`config.mk`:
```
export PLATFORM = sky130hd
export DESIGN_NAME = sad_frame_accum
export DESIGN_NICKNAME = d
export VERILOG_FILES = /design/src/rtl/sad_pkg.sv /design/src/rtl/sad_absdiff_tree.sv /design/src/rtl/sad_frame_accum.sv
export SDC_FILE = /design/constraint.sdc
export NUM_CORES = 1
export LEC_CHECK = 0
export CORE_UTILIZATION = 55
export DETAILED_ROUTE_END_ITERATION = 8
export GPL_ROUTABILITY_DRIVEN = 0
export MAX_ROUTING_LAYER = met4
export PLACE_DENSITY = 0.75
export REMOVE_ABC_BUFFERS = 1
export SLEW_MARGIN = 20
export SYNTH_ARGS = -nofsm -noshare
export SYNTH_HDL_FRONTEND = slang
export SYNTH_SLANG_ARGS = --single-unit
```
`constraint.sdc`:
```
create_clock -name clk -period 6.6 [get_ports clk]
set_clock_uncertainty 0.05 [all_clocks]
set_input_delay 1.65 -clock clk [delete_from_list [all_inputs] [get_ports clk]]
set_output_delay 1.65 -clock clk [all_outputs]
set_load 0.05 [all_outputs]
```
`src/rtl/sad_pkg.sv`:
```
// Shared types and sizing helpers for the stereo SAD frame accumulator.
package sad_pkg;

    localparam int DEF_NPIX  = 8;
    localparam int DEF_PIX_W = 8;
    localparam int DEF_BEATS = 4800;

    typedef struct packed {
        logic valid;
        logic last;
        logic sof;
    } stage_tag_t;

    // Worst case is every pixel at full scale for a whole frame.
    function automatic int sad_acc_w(input int npix, input int pix_w, input int beats);
        return pix_w + $clog2(npix * beats);
    endfunction

endpackage

```
`src/rtl/sad_absdiff_tree.sv`:
```
// Per-lane |L-R| and a combinational adder tree; the caller places the
// pipeline register between the two halves.
module sad_absdiff_tree
    import sad_pkg::*;
#(
    parameter  int NPIX  = DEF_NPIX,
    parameter  int PIX_W = DEF_PIX_W,
    localparam int SUM_W = PIX_W + $clog2(NPIX)
) (
    input  logic [NPIX*PIX_W-1:0]        left,
    input  logic [NPIX*PIX_W-1:0]        right,
    output logic [NPIX-1:0][PIX_W-1:0]   diff,
    input  logic [NPIX-1:0][PIX_W-1:0]   lanes,
    output logic [SUM_W-1:0]             sum
);

    localparam int LEVELS = $clog2(NPIX);

    for (genvar k = 0; k < NPIX; k++) begin : g_lane
        logic [PIX_W-1:0] l, r;
        assign l       = left[k*PIX_W +: PIX_W];
        assign r       = right[k*PIX_W +: PIX_W];
        assign diff[k] = (l >= r) ? l - r : r - l;
    end

    logic [NPIX-1:0][SUM_W-1:0] node;

    // Pairwise reduction in place: level n folds the first NPIX>>n nodes.
    always_comb begin
        for (int k = 0; k < NPIX; k++) node[k] = SUM_W'(lanes[k]);
        for (int lvl = 0; lvl < LEVELS; lvl++)
            for (int i = 0; i < (NPIX >> (lvl + 1)); i++)
                node[i] = node[2*i] + node[2*i+1];
        sum = node[0];
    end

endmodule

```
`src/rtl/sad_frame_accum.sv`:
```
// Back-pressured stereo SAD frame accumulator (S1 absdiff, S2 tree sum, ACC).
// Optional per-frame peak beat sum output enabled by `define SAD_PEAK_EN.
module sad_frame_accum
    import sad_pkg::*;
#(
    parameter  int NPIX            = DEF_NPIX,
    parameter  int PIX_W           = DEF_PIX_W,
    parameter  int BEATS_PER_FRAME = DEF_BEATS,
    localparam int ACC_W           = sad_acc_w(NPIX, PIX_W, BEATS_PER_FRAME),
    localparam int SUM_W           = PIX_W + $clog2(NPIX),
    localparam int CNT_W           = $clog2(BEATS_PER_FRAME)
) (
    input  logic                    clk,
    input  logic                    reset,
    input  logic [NPIX*PIX_W-1:0]   s_left,
    input  logic [NPIX*PIX_W-1:0]   s_right,
    input  logic                    s_sof,
    input  logic                    s_valid,
    output logic                    s_ready,
    output logic [ACC_W-1:0]        m_sad,
    output logic                    m_valid,
    input  logic                    m_ready,
    output logic                    frame_err,
`ifdef SAD_PEAK_EN
    output logic [SUM_W-1:0]        m_peak,
`endif
    output logic [CNT_W-1:0]        beat_cnt
);

    stage_tag_t                 in_tag, st1_tag, st2_tag;
    logic [NPIX-1:0][PIX_W-1:0] diff, st1_diff;
    logic [SUM_W-1:0]           tree_sum, st2_sum;
    logic [ACC_W-1:0]           acc, acc_next;
    logic                       adv, fire, cnt_last;

    // Only a finished frame that cannot retire blocks the pipe; everything freezes.
    assign adv      = !(m_valid && !m_ready && st2_tag.valid && st2_tag.last);
    assign s_ready  = adv;
    assign fire     = s_valid && adv;
    assign cnt_last = !s_sof && (beat_cnt == CNT_W'(BEATS_PER_FRAME - 1));
    assign in_tag   = '{valid: s_valid, last: s_valid && cnt_last, sof: s_valid && s_sof};

    sad_absdiff_tree #(.NPIX(NPIX), .PIX_W(PIX_W)) u_tree (
        .left  (s_left),
        .right (s_right),
        .diff  (diff),
        .lanes (st1_diff),
        .sum   (tree_sum)
    );

    always_ff @(posedge clk) begin
        if (reset) begin
            beat_cnt  <= '0;
            frame_err <= 1'b0;
        end else begin
            frame_err <= fire && s_sof && (beat_cnt != '0);
            if (fire) begin
                if (s_sof)         beat_cnt <= CNT_W'(1);
                else if (cnt_last) beat_cnt <= '0;
                else               beat_cnt <= beat_cnt + CNT_W'(1);
            end
        end
    end

    always_ff @(posedge clk) begin
        if (reset) begin
            st1_tag  <= '0;
            st2_tag  <= '0;
            st1_diff <= '0;
            st2_sum  <= '0;
        end else if (adv) begin
            st1_tag  <= in_tag;
            st1_diff <= diff;
            st2_tag  <= st1_tag;
            st2_sum  <= tree_sum;
        end
    end

    assign acc_next = (st2_tag.sof ? '0 : acc) + ACC_W'(st2_sum);

    // Handshake clear first so a completing frame can reload in the same cycle.
    always_ff @(posedge clk) begin
        if (reset) begin
            acc     <= '0;
            m_sad   <= '0;
            m_valid <= 1'b0;
        end else begin
            if (m_valid && m_ready) begin
                m_valid <= 1'b0;
                m_sad   <= '0;
            end
            if (st2_tag.valid && adv) begin
                if (st2_tag.last) begin
                    m_sad   <= acc_next;
                    m_valid <= 1'b1;
                    acc     <= '0;
                end else begin
                    acc <= acc_next;
                end
            end
        end
    end

`ifdef SAD_PEAK_EN
    logic [SUM_W-1:0] peak, peak_base, peak_next;

    assign peak_base = st2_tag.sof ? '0 : peak;
    assign peak_next = (st2_sum > peak_base) ? st2_sum : peak_base;

    always_ff @(posedge clk) begin
        if (reset) begin
            peak   <= '0;
            m_peak <= '0;
        end else begin
            if (m_valid && m_ready) m_peak <= '0;
            if (st2_tag.valid && adv) begin
                if (st2_tag.last) begin
                    m_peak <= peak_next;
                    peak   <= '0;
                end else begin
                    peak <= peak_next;
                end
            end
        end
    end
`endif

endmodule
```
# Word-level counts from Yosys, hierarchy flattened
# Cells that the tools add are included.
# totals
register_bits	144
out_inout_bits	40
word_cells	87
# classes
add_sub_neg	25
magnitude_cmp	8
eq_ne	1
n_mux	18
reduce_logical	15
# ops
op	count
8-bit subtractor	16
24-bit two-way mux	5
8-bit >= comparator	8
8-bit two-way mux	8
8-bit by 8-bit adder with 9-bit output	4
11-bit adder	3
13-bit two-way mux	2
24-bit by 11-bit adder with 24-bit output	1
13-bit by 1-bit adder with 13-bit output, second input constant	1
13-bit equality test, second input constant	1
13-bit nonzero test	1
1-bit logical AND	11
1-bit logical NOT	3
1-bit two-way mux	3

# Longest topological paths before layout
# Gate-level depths: netlist (run 1).
# depth
depth_word	8
mapped_depth	19

# By module
# From an unflattened synthesis (run 1), not the netlist that was laid out.
# unflattened
cells_unflattened	1622
area_unflattened_um2	12956.2
# by_module_without_submodules
module	n_inst	cells_each	area_per_inst_um2
sad_absdiff_tree	1	851	6706.4
sad_frame_accum	1	771	6249.7

# Worst setup path after synthesis (run 1)
# OpenSTA, ideal clock, no wires.
# synth_path
path_kind	input -> output
from	input m_ready
to	output s_ready
t_arrival_ps	3037
t_required_ps	4900
slack_ps	1863
cell_stages	6
n_path_buf	3
path_cell_list	nand2b_1 -> nor2_1 -> inv_1 -> buf_2 -> clkbuf_1 -> buf_1
# synth_between
elab_chain_len	5
# synth_lines
item	line_no	text
start: declaration	sad_frame_accum.sv:22	input logic m_ready,
1-bit logical NOT	sad_frame_accum.sv:37	assign adv = !(m_valid && !m_ready && st2_tag.valid && st2_tag.last);
1-bit logical AND (3 in series)	sad_frame_accum.sv:37	
1-bit logical NOT	sad_frame_accum.sv:37	
end: declaration	sad_frame_accum.sv:19	output logic s_ready,
# Every way passes these cells.

# Worst setup path after layout (run 1)
# Same ends and word-level chain as after synthesis.

==> reports/metrics.yaml, run 1 <==
drt_wl_total_um: 32900
drt_iter0_drc: 704
path_max_fanout: 6
ir_drop_uv: 374
hold_buffers: 0
setup_viol: 0
grt_max_degree: 78
numCtsBuffers: 17
synthArstFlopShare: 0
synth_seq_cells: 144
syn_area_mm2: 0.0138
areaGrowthSynthToFinish_pct: 18.2
whs_path_depth: 2
grt_pass1_wl_um: 56400
drtAntennaViolNets: 0
crit_required_ns: 4.90
diodes: 0
clock-sinks: 144
io_buffers: 172
power.density_mw_per_mm2: 261
period_needed_ns: 5.12
antenna_found_initial: 0
rows: 57
fin_crit_sh: 0.776
hp-start: "m_sad[23]"
crit_path_start_kind: "input port"
place_ws_ns: 1.48
syn-instance-count: 1769
finalPower_mw: 4.27
ys_seq_area_frac: 0.208
cts_resized: 0
relSlewSlack: 0.369
first_pass_iters: 5
critical_path_class: "input port to output pin"
multi_input_area_mm2: 0.00997
syn_area_per_cell_um2: 7.82
dp_hpwl_um: 25500
vias: 12900
path_clk_slew_ns: 0.07
post_drt_wl_per_cell_um: 14.7
finalNetCount: 2255
seq_area_mm2: 0.00288
holdPathEnd: "m_sad[23]"
cap_viol_max_count: 0
rsz0062_at_grt: "no"
cts_setup_buffers: 0
hold_viol_final: 0
mostFrequentLayoutCells: "inv_1 (193), ha_1 (175), clkdlybuf4s50_1 (171), nand2_1 (151), dfxtp_1 (144)"
coreArea_mm2: 0.0245
wirelength_met1_um: 15100
status: "finished, final reports clean"
rr_endpoint: "st2_sum[9]"
drc_errors: 0
mostFrequentLayoutCell: "inv_1"
synth.distinct_cells: 83
wl_met2_um: 16200
worstRegToRegCells: 15
slew_violations: 0
clock_path_buffers: 2
layout-drive-gt1-share: 0.0396
synth_ff_type: "dfxtp_1"
die-area_mm2: 0.0258
rrSetupSlack_ns: 2.15
cts_root_buffer: "clkbuf_16"
grt_util_all_layers: 0.268
utilization: 0.667
endpoint_kind: "output pin"
insertion_delay_ns: 0.43
io_pins: 173
worst-slew-pin-transition_ns: 0.943
synth_edf_count: 0
fmax_mhz: 195
routed_via_density: 5.74
regToRegStartpoint: "st1_diff[32]"
crit_arrival_ns: 3.42
hold_class: "flip-flop to flip-flop"
grt_pass1_vias: 12600
power.leakage_nw: 7.45
cts_tree: "yes"
initial_core_util: 0.564
die_w_um: 161
htreeDepth: 4
fp.dieH_um: 161
met3_length_um: 1110
routed.top_layer: "met4"
yosysWarnings: 0
gr-total-overflow: 0
setup_ws_ns: 1.48
fillCellCount: 2119
critical path, stage by stage:
cell             delay, ns
clkdlybuf4s50_1       0.50
nand2b_1              0.26
nor2_4                0.09
inv_4                 0.09
clkdlybuf4s50_1       0.82
through the flow:
step           TNS, ns  cells  hold WS, ns  area (µm²)
2_1_floorplan    -2.60   1709        0.371       13600
3_3_place_gp         0   2213        0.386       15800
3_5_place_dp         0   2213        0.394       15800
4_1_cts              0   2245        0.403       16400
5_1_grt              0   2245        0.422       16400
6_report             0   2245        0.397       16400
Yosys cell counts (38+ instances only):
cell | instances | area share
inv_1 | 194 | 0.053
ha_1 | 175 | 0.16
nand2_1 | 151 | 0.041
dfxtp_1 | 144 | 0.21
o21ai_0 | 129 | 0.047
nor2_1 | 125 | 0.034
a21oi_1 | 117 | 0.042
nand3_1 | 52 | 0.019
a21o_1 | 48 | 0.026
nor3_1 | 46 | 0.017
nor2b_1 | 44 | 0.020
fa_1 | 39 | 0.056
a211oi_1 | 38 | 0.021
clkbuf_1 | 38 | 0.010
registers in the layout (all words and copies together), names as in the netlist:
signal and cells:
st1_tag 3, st2_sum 11, frame_err 1, st1_diff 64
beat_cnt 13, m_valid 1, m_sad 24, acc 24
st2_tag 3
worst max path at each step:
stage / from / end / slack, ns / cells past startpoint
2_1_floorplan: m_ready / s_ready / -0.61 / 3
3_3_place_gp: m_ready / s_ready / 1.47 / 5
3_5_place_dp: m_ready / s_ready / 1.48 / 5
4_1_cts: m_ready / s_ready / 1.47 / 5
5_1_grt: m_ready / s_ready / 1.41 / 5
6_report: m_ready / s_ready / 1.48 / 5
final cells by class:
cell class / count / area share
Timing Repair Buffer: 180 / 0.109
Clock inverter: 15 / 0.0101
Tap cell: 324 / 0.0248
Multi-Input combinational cell: 1370 / 0.609
Clock buffer: 17 / 0.0260
Inverter: 195 / 0.0449
Sequential cell: 144 / 0.176
cell families after synthesis:
group,share of synthesized area
flip-flops,0.208
AND/OR/NAND/NOR,0.205
XOR/XNOR,0.0399
AO/OA/AOI/OAI,0.241
buffers and inverters,0.0721
adder cells (fa/ha/maj),0.215
multiplexers,0.0198
per-layer routing:
layer | vias to the layer above | track usage
li1 | 6570 | -
met1 | 6011 | 0.327
met2 | 277 | 0.465
met3 | 36 | 0.0328
met4 | 0 | 0.0706
met5 | - | -
report_power, final:
| part | leakage (nW) | switching, mW | internal, mW |
|---|---|---|---|
| registers | 1.18 | 0.0631 | 0.970 |
| clock network | 0.286 | 0.435 | 0.539 |
| logic | 5.98 | 1.24 | 1.02 |
| total | 7.45 | 1.74 | 2.53 |
Note: power is estimated with default switching activity, not from simulation.
==> run 2: changes to the inputs <==
clock period = 4.85 ns   (was 6.6 ns; I/O delays follow)
==> run 2 against run 1 <==
Total power up 36%; combinational power increased by 34%; register-to-register slack worse by 1.6 ns; count of clock-buffer cells in the layout rose by 6; via count grew 1.6%; worst hold slack improved by 0.0034 ns; sequential share of layout area about the same; die area did not move.
==> reports/metrics.yaml, run 2 (synthesis gave the netlist of run 1 again) <==
antenna_found_initial: 0  # unchanged
setup_tns_ns: 0  # unchanged
mostFrequentLayoutCells: "inv_1 (193), ha_1 (175), clkdlybuf4s50_1 (170), nand2_1 (151), dfxtp_1 (144)"  # was inv_1 (193), ha_1 (175), clkdlybuf4s50_1 (171), nand2_1 (151), dfxtp_1 (144)
gr-total-overflow: 0  # unchanged
routed_via_density: 5.83  # was 5.74
vias: 13100  # was 12900
power.leakage_nw: 7.47  # was 7.45 nW
rsz0062_at_grt: "no"  # unchanged
cts_root_buffer: "clkbuf_16"  # unchanged
crit_arrival_ns: 4.53  # was 3.42 ns
place_ws_ns: 0.604  # was 1.48 ns
layout-drive-gt1-share: 0.0390  # was 0.0396
die_w_um: 161  # unchanged
dp.cells: 2215  # was 2213
numCtsBuffers: 17  # unchanged
worst-slew-pin-transition_ns: 0.886  # was 0.943 ns
io_buffers: 172  # unchanged
crit_path_cell_trace: "ha_1 -> fa_1 -> a21o_1 -> a21oi_1 -> o21bai_1 -> a21oi_1 -> nor2_1 -> a211oi_1 -> fa_1 -> fa_1 -> inv_1 -> ha_1 -> o41ai_1 -> nor4_1 -> nand3b_1"  # was clkdlybuf4s50_1 -> nand2b_1 -> nor2_4 -> inv_4 -> clkdlybuf4s50_1
critical-path-max-stage-delay_ns: 0.55  # was 0.82 ns
first_pass_iters: 5  # unchanged
initial_core_util: 0.564  # unchanged
path_max_fanout: 4  # was 6
grt_max_degree: 77  # was 78
dp_hpwl_um: 26200  # was 25500 µm
hold_viol_final: 0  # unchanged
hold_class: "flip-flop to flip-flop"  # unchanged
critical_path_class: "flip-flop to flip-flop"  # was input port to output pin
setup_viol: 0  # unchanged
status: "finished, final reports clean"  # unchanged
coreArea_mm2: 0.0245  # unchanged
path_clk_slew_ns: 0.06  # was 0.07 ns
mostFrequentLayoutCell: "inv_1"  # unchanged
drt_wl_total_um: 33400  # was 32900 µm
fmax_mhz: 234
stdcell_count: 2247  # was 2245
drc_errors: 0  # unchanged
crit_top_cell: "fa_1"  # was clkdlybuf4s50_1
fillCellCount: 2126  # was 2119
diodes: 0  # unchanged
period_needed_ns: 4.27
htreeDepth: 4  # unchanged
insertion_delay_ns: 0.43  # about the same
cts_tree: "yes"  # unchanged
grt_pass1_vias: 12300  # was 12600
areaGrowthSynthToFinish_pct: 18.4  # was 18.2%
fin_hold_ws_ns: 0.401  # was 0.397 ns
drt_iter0_drc: 704  # unchanged
finalNetCount: 2257  # was 2255
relSlewSlack: 0.407  # was 0.369
rows: 57  # unchanged
grt_pass1_wl_um: 57700  # was 56400 µm
largest_reg_flops: 64  # unchanged
grt_util_all_layers: 0.273  # was 0.268
reg_top3: "st1_diff: 64 flops, acc: 24 flops, m_sad: 24 flops"  # unchanged
setup_ws_ns: 0.577  # was 1.48 ns
cap_viol_max_count: 0  # unchanged
slew_violations: 0  # unchanged
fp.dieH_um: 161  # unchanged
ir_drop_uv: 502  # was 374 µV
post_drt_wl_per_cell_um: 14.9  # was 14.7 µm
endpoint_kind: "flip-flop"  # was output pin
crit_path_start_kind: "flip-flop"  # was input port
drtAntennaViolNets: 0  # unchanged
die-area_mm2: 0.0258  # unchanged
crit_required_ns: 5.11  # was 4.90 ns
io_pins: 173  # unchanged
clock_path_buffers: 2  # unchanged
clock-sinks: 144  # unchanged
fin_crit_sh: 0.881
cts_setup_buffers: 0  # unchanged
hold_buffers: 0  # unchanged
cts_resized: 0  # unchanged
critPathSlowestCell: "fa_1"  # was clkdlybuf4s50_1
power.density_mw_per_mm2: 354  # was 261 mW/mm²
regMostFlops: "st1_diff"  # unchanged
run 2: worst paths after layout:
check / from / end / slack (ns) / cells past startpoint
max: st1_diff[32] / st2_sum[9] / 0.58 / 15
max reg2reg: st1_diff[32] / st2_sum[9] / 0.58 / 15
min reg2reg: acc[0] / acc[0] / 0.40 / 2
min: acc[0] / acc[0] / 0.40 / 2
run 2: worst max-delay path: cells and delay by family (launching register included):
kind / cells / cell delay [ns]
AO/OA/AOI/OAI: 6 / 1.49
AND/OR/NAND/NOR: 3 / 0.33
adder cells (fa/ha/maj): 5 / 1.92
flip-flops: 1 / 0.32
buffers and inverters: 1 / 0.05
run 2: metrics by stage:
step | power [mW] | util | cell area, µm²
5_1_grt | 6.32 | 0.668 | 16400
6_report | 5.81 | 0.668 | 16400
3_5_place_dp | 4.44 | 0.644 | 15800
4_1_cts | 5.81 | 0.668 | 16400
3_3_place_gp | 4.38 | 0.644 | 15800
2_1_floorplan | 3.78 | - | 13600
run 2: routing by layer:
layer / track usage / wire (µm) / vias up
met5: - / 0 / -
met4: 0.0628 / 575 / 0
met3: 0.0336 / 1330 / 54
met2: 0.464 / 16200 / 340
met1: 0.346 / 15400 / 6135
li1: - / - / 6566
run 2: report_power, final:
part	switching, mW	internal (mW)
registers	0.0883	1.32
logic	1.66	1.38
clock network	0.518	0.837
total	2.26	3.54
run 2: cell type report:
cell class                 instances  area, µm²  share of cell area
multi-input combinational       1370       9970               0.608
sequential                       144       2880               0.176
timing repair buffer             182       1800               0.110
inverter                         195        734              0.0448
clock buffer                      23        468              0.0286
tap                              324        405              0.0247
clock inverter                     9        130             0.00794
==> run 3: changes to the inputs <==
CTS_BUF_LIST = sky130_fd_sc_hd__clkbuf_16   (was unset)
==> run 3 against run 2 <==
Flip-flop and latch count unchanged; worst hold slack improved by 0.0018 ns; design area decreased by 0.12%; worst setup slack got worse by 0.0058 ns; count of clock-buffer cells in the layout decreased by 6; maximum frequency shrank 0.14%; first-iteration DRC count up 3.6%; global-route usage about the same; clock power fell by 4%; cell count unchanged; wire length is 0.12% lower; core utilization shrank 0.082 points; critical path type unchanged.
==> reports/metrics.yaml, run 3 (synthesis gave the netlist of run 1 again) <==
drt_iter0_drc: 729  # was 704
io_pins: 173  # unchanged
utilization: 0.667  # was 0.668
gr-total-overflow: 0  # unchanged
clock_path_buffers: 2  # unchanged
post_drt_wl_per_cell_um: 14.9  # about the same
cts_resized: 0  # unchanged
insertion_delay_ns: 0.43  # about the same
grt_pass1_vias: 12300  # about the same
crit_arrival_ns: 4.54  # was 4.53 ns
io_buffers: 172  # unchanged
rsz0062_at_grt: "no"  # unchanged
htreeDepth: 4  # unchanged
crit_path_start_kind: "flip-flop"  # unchanged
regMostFlops: "st1_diff"  # unchanged
fin_crit_sh: 0.882  # was 0.881
mostFrequentLayoutCells: "inv_1 (197), ha_1 (175), clkdlybuf4s50_1 (170), nand2_1 (151), dfxtp_1 (144)"  # was inv_1 (193), ha_1 (175), clkdlybuf4s50_1 (170), nand2_1 (151), dfxtp_1 (144)
largest_reg_flops: 64  # unchanged
setup_tns_ns: 0  # unchanged
place_area_mm2: 0.0158  # unchanged
drc_errors: 0  # unchanged
critical-path-max-stage-delay_ns: 0.55  # about the same
hold_class: "flip-flop to flip-flop"  # unchanged
ir_drop_uv: 501  # was 502 µV
setup_viol: 0  # unchanged
reg_top3: "st1_diff: 64 flops, acc: 24 flops, m_sad: 24 flops"  # unchanged
die_w_um: 161  # unchanged
areaGrowthSynthToFinish_pct: 18.3  # was 18.4%
cts_tree: "yes"  # unchanged
met3_usage: 0.0336  # unchanged
grt_util_all_layers: 0.273  # about the same
diodes: 0  # unchanged
rrSetupSlack_ns: 0.57  # was 0.58 ns
coreArea_mm2: 0.0245  # unchanged
die-area_mm2: 0.0258  # unchanged
routed_via_density: 5.81  # was 5.83
crit_top_cell: "fa_1"  # unchanged
finalNetCount: 2257  # unchanged
stdcell_count: 2247  # unchanged
cts_setup_buffers: 0  # unchanged
layout-drive-gt1-share: 0.0380  # was 0.0390
dp_hpwl_um: 26200  # unchanged
mostFrequentLayoutCell: "inv_1"  # unchanged
hold_buffers: 0  # unchanged
relSlewSlack: 0.417  # was 0.407
cap_viol_max_count: 0  # unchanged
use_met2: 0.463  # was 0.464
hold_viol_final: 0  # unchanged
drtAntennaViolNets: 0  # unchanged
initial_core_util: 0.564  # unchanged
finalPower_mw: 5.75  # was 5.81 mW
worst-slew-pin-transition_ns: 0.872  # was 0.886 ns
cts_root_buffer: "clkbuf_16"  # unchanged
fp.dieH_um: 161  # unchanged
power.leakage_nw: 7.48  # was 7.47 nW
fin_area_mm2: 0.0164  # about the same
crit_path_cell_trace: "ha_1 -> fa_1 -> a21o_1 -> a21oi_1 -> o21bai_1 -> a21oi_1 -> nor2_1 -> a211oi_1 -> fa_1 -> fa_1 -> inv_1 -> ha_1 -> o41ai_1 -> nor4_1 -> nand3b_1"  # unchanged
grt_max_degree: 77  # unchanged
numCtsBuffers: 17  # unchanged
first_pass_iters: 5  # unchanged
fin_hold_ws_ns: 0.402  # was 0.401 ns
period_needed_ns: 4.28  # was 4.27 ns
dp.cells: 2215  # unchanged
use_met1: 0.346  # about the same
endpoint_kind: "flip-flop"  # unchanged
slew_violations: 0  # unchanged
status: "finished, final reports clean"  # unchanged
vias: 13100  # about the same
clock-sinks: 144  # unchanged
critical_path_class: "flip-flop to flip-flop"  # unchanged
critPathSlowestCell: "fa_1"  # unchanged
rows: 57  # unchanged
fmax_mhz: 234  # about the same
path_clk_slew_ns: 0.06  # about the same
grt_pass1_wl_um: 57600  # was 57700 µm
antenna_found_initial: 0  # unchanged
path_max_fanout: 4  # unchanged
drt_wl_total_um: 33400  # about the same
setup_ws_ns: 0.571  # was 0.577 ns
crit_required_ns: 5.11  # about the same
place_ws_ns: 0.604  # unchanged
grt-busiest-layer: "met2"  # unchanged
power.density_mw_per_mm2: 352  # was 354 mW/mm²
[run 3: path summary, 6_finish.rpt]
path	cells after the start	startpoint	end
max	15	st1_diff[32]	st2_sum[9]
min	2	acc[0]	acc[0]
max reg2reg	15	st1_diff[32]	st2_sum[9]
min reg2reg	2	acc[0]	acc[0]
[run 3: worst max-delay path: cells and delay by family (launching register included)]
kind	cells	cell delay [ns]
simple gates	3	0.34
compound gates	6	1.51
buf+inv	1	0.05
flops	1	0.32
fa+ha+maj	5	1.92
[run 3: final cells by class]
class / instances / area [µm²]
tap: 324 / 405
sequential: 144 / 2880
clock buffer: 17 / 425
inverter: 195 / 734
fill: 2134 / 8160
clock inverter: 15 / 153
timing repair buffer: 182 / 1800
multi-input combinational: 1370 / 9970
[run 3: power breakdown]
group          leakage [nW]  switching (mW)  total [mW]  internal [mW]
logic                  6.00            1.65        3.04           1.38
clock network         0.297           0.511        1.31          0.797
registers              1.18          0.0880        1.41           1.32
total                  7.48            2.25        5.75           3.50
[run 3: metal layers]
| layer | routed length (µm) | up-vias | part of all wire |
|---|---|---|---|
| li1 | - | 6570 | - |
| met1 | 15200 | 6075 | 0.45 |
| met2 | 16100 | 366 | 0.48 |
| met3 | 1540 | 44 | 0.046 |
| met4 | 534 | 0 | 0.016 |
| met5 | 0 | - | 0 |
